`src/rtl/fifo_pkg.sv`:
```
// Shared helpers for both sides of the dual-clock FIFO: sizing and
// Gray/binary conversion for the pointers that cross clock domains.
package fifo_pkg;

    localparam int FIFO_DEPTH = 64;

    // Ceiling log2; clog2(DATA_DEPTH-1) gives the RAM address width.
    function automatic int clog2(input int n);
        int r;
        r = 0;
        for (int i = 0; i < 31; i++) begin
            if ((1 << i) < n) r = i + 1;
        end
        return r;
    endfunction

    // Operands are zero-extended to 32 bits, so one pair serves any PTR_WIDTH.
    function automatic logic [31:0] bin2gray(input logic [31:0] b);
        return b ^ (b >> 1);
    endfunction

    function automatic logic [31:0] gray2bin(input logic [31:0] g);
        logic [31:0] b;
        b[31] = g[31];
        for (int i = 30; i >= 0; i--) begin
            b[i] = b[i+1] ^ g[i];
        end
        return b;
    endfunction

endpackage

```
`src/rtl/sync_2ff.sv`:
```
// Two-flop synchroniser for a Gray-coded bus entering a new clock domain.
module sync_2ff #(
    parameter int WIDTH = 1
) (
    input  logic             i_clk,
    input  logic             i_rst_n,
    input  logic [WIDTH-1:0] i_d,
    output logic [WIDTH-1:0] o_q
);

    logic [WIDTH-1:0] meta;

    always_ff @(posedge i_clk or negedge i_rst_n) begin
        if (!i_rst_n) begin
            meta <= '0;
            o_q  <= '0;
        end else begin
            meta <= i_d;
            o_q  <= meta;
        end
    end

endmodule

```
`src/rtl/fifo_rd_ctrl.sv`:
```
// Read-side controller of the async FIFO: owns the read pointer, drives the
// RAM read port and derives empty / almost-empty / level from the synced wptr.
module fifo_rd_ctrl
    import fifo_pkg::*;
#(
    parameter  int DATA_DEPTH      = FIFO_DEPTH,
    parameter  int ALMOST_EMPTY_TH = 4,
    localparam int ADDR_WIDTH      = clog2(DATA_DEPTH - 1),
    localparam int PTR_WIDTH       = ADDR_WIDTH + 1
) (
    input  logic                  i_rdclk,
    input  logic                  i_rdrst_n,
    input  logic                  i_rd_req,
    input  logic [PTR_WIDTH-1:0]  i_wptr_gray,
    output logic                  o_rden,
    output logic [ADDR_WIDTH-1:0] o_raddr,
    output logic                  o_rvalid,
    output logic [PTR_WIDTH-1:0]  o_rptr_gray,
    output logic                  o_empty,
    output logic                  o_almost_empty,
    output logic [PTR_WIDTH-1:0]  o_rd_level,
    output logic                  o_underflow
);

    localparam logic [PTR_WIDTH-1:0] AE_TH = PTR_WIDTH'(ALMOST_EMPTY_TH);

    logic [PTR_WIDTH-1:0] wgray_s;
    logic [PTR_WIDTH-1:0] wbin_s;
    logic [PTR_WIDTH-1:0] rbin;
    logic [PTR_WIDTH-1:0] rbin_next;
    logic [PTR_WIDTH-1:0] rgray_next;
    logic [PTR_WIDTH-1:0] level_next;
    logic                 acc;

    sync_2ff #(
        .WIDTH (PTR_WIDTH)
    ) u_wptr_sync (
        .i_clk   (i_rdclk),
        .i_rst_n (i_rdrst_n),
        .i_d     (i_wptr_gray),
        .o_q     (wgray_s)
    );

    // Level is computed against the post-read pointer so the flags already
    // account for the word being consumed this cycle.
    always_comb begin
        wbin_s     = PTR_WIDTH'(gray2bin(32'(wgray_s)));
        acc        = i_rd_req & ~o_empty;
        rbin_next  = rbin + {{(PTR_WIDTH-1){1'b0}}, acc};
        rgray_next = PTR_WIDTH'(bin2gray(32'(rbin_next)));
        level_next = wbin_s - rbin_next;
    end

    assign o_rden  = acc;
    assign o_raddr = rbin[ADDR_WIDTH-1:0];

    always_ff @(posedge i_rdclk or negedge i_rdrst_n) begin
        if (!i_rdrst_n) begin
            rbin           <= '0;
            o_rptr_gray    <= '0;
            o_rvalid       <= 1'b0;
            o_empty        <= 1'b1;
            o_almost_empty <= 1'b1;
            o_rd_level     <= '0;
            o_underflow    <= 1'b0;
        end else begin
            rbin           <= rbin_next;
            o_rptr_gray    <= rgray_next;
            o_rvalid       <= acc;
            // Pessimistic: a write still in the synchroniser keeps us empty.
            o_empty        <= (rgray_next == wgray_s);
            o_almost_empty <= (level_next <= AE_TH);
            o_rd_level     <= level_next;
            o_underflow    <= i_rd_req & o_empty;
        end
    end

endmodule

```
`config.mk`:
```
export PLATFORM = sky130hd
export DESIGN_NAME = fifo_rd_ctrl
export DESIGN_NICKNAME = d
export VERILOG_FILES = /design/src/rtl/fifo_pkg.sv /design/src/rtl/sync_2ff.sv /design/src/rtl/fifo_rd_ctrl.sv
export SDC_FILE = /design/constraint.sdc
export NUM_CORES = 1
export LEC_CHECK = 0
export CORE_MARGIN = 3
export CORE_UTILIZATION = 49
export CTS_CLUSTER_DIAMETER = 200
export CTS_CLUSTER_SIZE = 20
export DETAILED_ROUTE_END_ITERATION = 10
export GPL_ROUTABILITY_DRIVEN = 0
export PLACE_DENSITY = 0.8
export SYNTH_ARGS = -nofsm -noshare
export SYNTH_HDL_FRONTEND = slang
export SYNTH_SLANG_ARGS = --single-unit
```
`constraint.sdc`:
```
create_clock -name i_rdclk -period 4.1 [get_ports i_rdclk]
set_clock_uncertainty 0.15 [all_clocks]
set_input_delay 0.615 -clock i_rdclk [delete_from_list [all_inputs] [get_ports i_rdclk]]
set_output_delay 0.615 -clock i_rdclk [all_outputs]
set_load 0.01 [all_outputs]
```
==> reports/metrics.cfg <==
[critical_path]
critPathMaxFanout = 6
required_ps = 4200
startpoint_type = flip-flop
cp.arrival_ps = 3720
critical_path_class = flip-flop to flip-flop
critPathCaptureType = flip-flop

[worst_hold_path]
hp-class = flip-flop to flip-flop

[sta]
slew_headroom = 0.685
drv_slew = 0
max_freq_mhz = 276
hold_viol_final = 0
worst_pin_slew_ps = 471
whs_ps = 202
report.final.setup_viol = 0
fin_tns_setup_ps = 0
finalCriticalPeriod_ps = 3620
min_period_over_period = 0.883
rsz0062_at_grt = false

[clock_network]
numCtsBuffers = 5
cts-root-buf = clkbuf_4
clkTransAtPathRegs_ps = 100
holdBufCountCts = 0
ctsResizeCount = 0
cts_sinks = 38
clock_path_buffers = 2
worst_skew_pair.late_latency_ps = 340
cts_tree = done
htreeDepth = 2
post-cts-setup-buffers = 0

[route]
antenna_left = 0
vias = 971
dr.pass1.iters = 4
viasPerCell = 4.76
wl_per_cell_um = 12.6
drt_iter0_drc = 30
drc_errors = 0
postRouteWirelength_um = 2580

[synth]
synthXorXnorAreaFrac = 0.200
synthMuxAreaShare = 0
synth-compound-area-share = 0.0375
syn-cell-area_um2 = 1630
synth_most_common_cell = dfrtp_1
synth_ff_type = dfrtp_1
synth_top_family_by_area = XOR/XNOR gates
syn-num-nets = 135
seq_area_frac_synth = 0.583
synth_simple_gate_area_frac = 0.0681
yosys.area.top_type_share = 0.551
synth_fa_ha_area_frac = 0.0873
ys_seq_elements = 38
avgSynthCellArea_um2 = 14.1
ys.warnings.count = 0
synthDistinctLibCells = 28
synth_edf_count = 0
synth_top_area_cell = dfrtp_1
ys_top_cells_by_area = dfrtp_1 (55%), xnor2_1 (8.0%), xor2_1 (6.4%)
synth_commonest_cells = dfrtp_1 (36), xnor2_1 (15), xor2_1 (12)
syn-instance-count = 116
synth-async-reset-ratio = 1.00

[placed_design]
dp_hpwl_um = 1930
port_buffers = 34

[die]
core-area_um2 = 3130
die_w_um = 63.7
ios = 35
die-area_um2 = 4060
die_y_um = 63.7
start_util = 0.522
rows = 20

[power]
ir_worst_vdd_uv = 508
power_leakage_nw = 0.937
power_per_cell_area_nw_per_um2 = 855

[layout]
num-nets-final = 178
antenna_cells = 0
syn2layout_area_growth_pct = 28.9
drive_gt1_frac = 0.144

[grt]
grt_pass1_vias = 1027
grt-ovfl-total = 0
grt_max_degree = 39
gr-usage-all-layers = 0.146
grt_pass1_wl_um = 4440
antenna_found_initial = 0

[run_status]
status = complete, no violations

[flow_run]
cap_violations = 0

[cell families after synthesis]
family | count (synthesis)
flops | 38
fa+ha+maj | 11
compound gates | 8
buf+inv | 10
simple gates | 18
xor+xnor | 31
[placed cells by master, fill, tap and decap left out, drive strengths merged, types with 3 or more instances in the layout]
cell type	synthesis	layout
buf	1	3
dfrtp	36	36
nand2	3	3
inv	9	9
a21oi	5	5
xor2	12	12
xnor2	16	16
clkdlybuf4s50	0	34
clkbuf	0	7
ha	8	8
nand3	4	4
[metrics by stage]
stage / setup WS, ps / cells / cell area, µm² / total power [mW] / util
floorplan: 747 / 116 / 1630 / 1.25 / -
global placement: 571 / 196 / 2050 / 1.60 / 0.654
detailed placement: 491 / 196 / 2050 / 1.62 / 0.654
CTS: 460 / 204 / 2110 / 1.82 / 0.674
global route: 176 / 204 / 2110 / 1.94 / 0.674
finish: 481 / 204 / 2110 / 1.80 / 0.674
[worst paths after layout]
path | start | end | slack, ps | cells after the start
setup / recovery | u_wptr_sync.o_q[6] | o_almost_empty | 480 | 12
hold reg to reg | u_wptr_sync.meta[4] | u_wptr_sync.o_q[4] | 200 | 0
max in group asynchronous | i_rdrst_n | o_almost_empty | 2920 | 2
min in group asynchronous | i_rdrst_n | o_underflow | 520 | 2
setup reg to reg | u_wptr_sync.o_q[6] | o_almost_empty | 480 | 12
hold / removal | u_wptr_sync.meta[4] | u_wptr_sync.o_q[4] | 200 | 0
[layout make-up]
class	instances	area (µm²)
tap	44	55.1
multi-input combinational	68	642
clock inverter	1	5.00
timing repair buffer	37	363
fill	232	1020
sequential	38	953
inverter	9	33.8
clock buffer	7	55.1
[worst max-delay path, cell delays in order, from the launching register on]
cell,delay [ps]
dfrtp_1,400
xor3_2,500
xnor3_2,300
xnor2_1,360
xnor2_1,170
ha_1,170
inv_1,60
fa_1,460
o2111ai_1,230
nand4b_1,120
a21oi_1,190
xnor2_1,110
nor4_2,300
[state kept, by name, summed over array words and instances (netlist names)]
name and cells:
o_underflow 1, o_empty 1, o_rptr_gray 7, o_rvalid 1, o_almost_empty 1, rbin 6
o_rd_level 7, u_wptr_sync.o_q 7, u_wptr_sync.meta 7
[power by group]
group	internal (mW)	switching, mW
Clock	0.0830	0.112
Sequential	0.502	0.0580
Combinational	0.537	0.508
Total	1.12	0.679
[per-layer routing]
| layer | global-route usage | wire length (µm) |
|---|---|---|
| met5 | 0 | 0 |
| met4 | 0.0782 | 56 |
| met3 | 0.0615 | 171 |
| met2 | 0.226 | 1170 |
| met1 | 0.174 | 1180 |
Power figures use the tool's default switching activity.
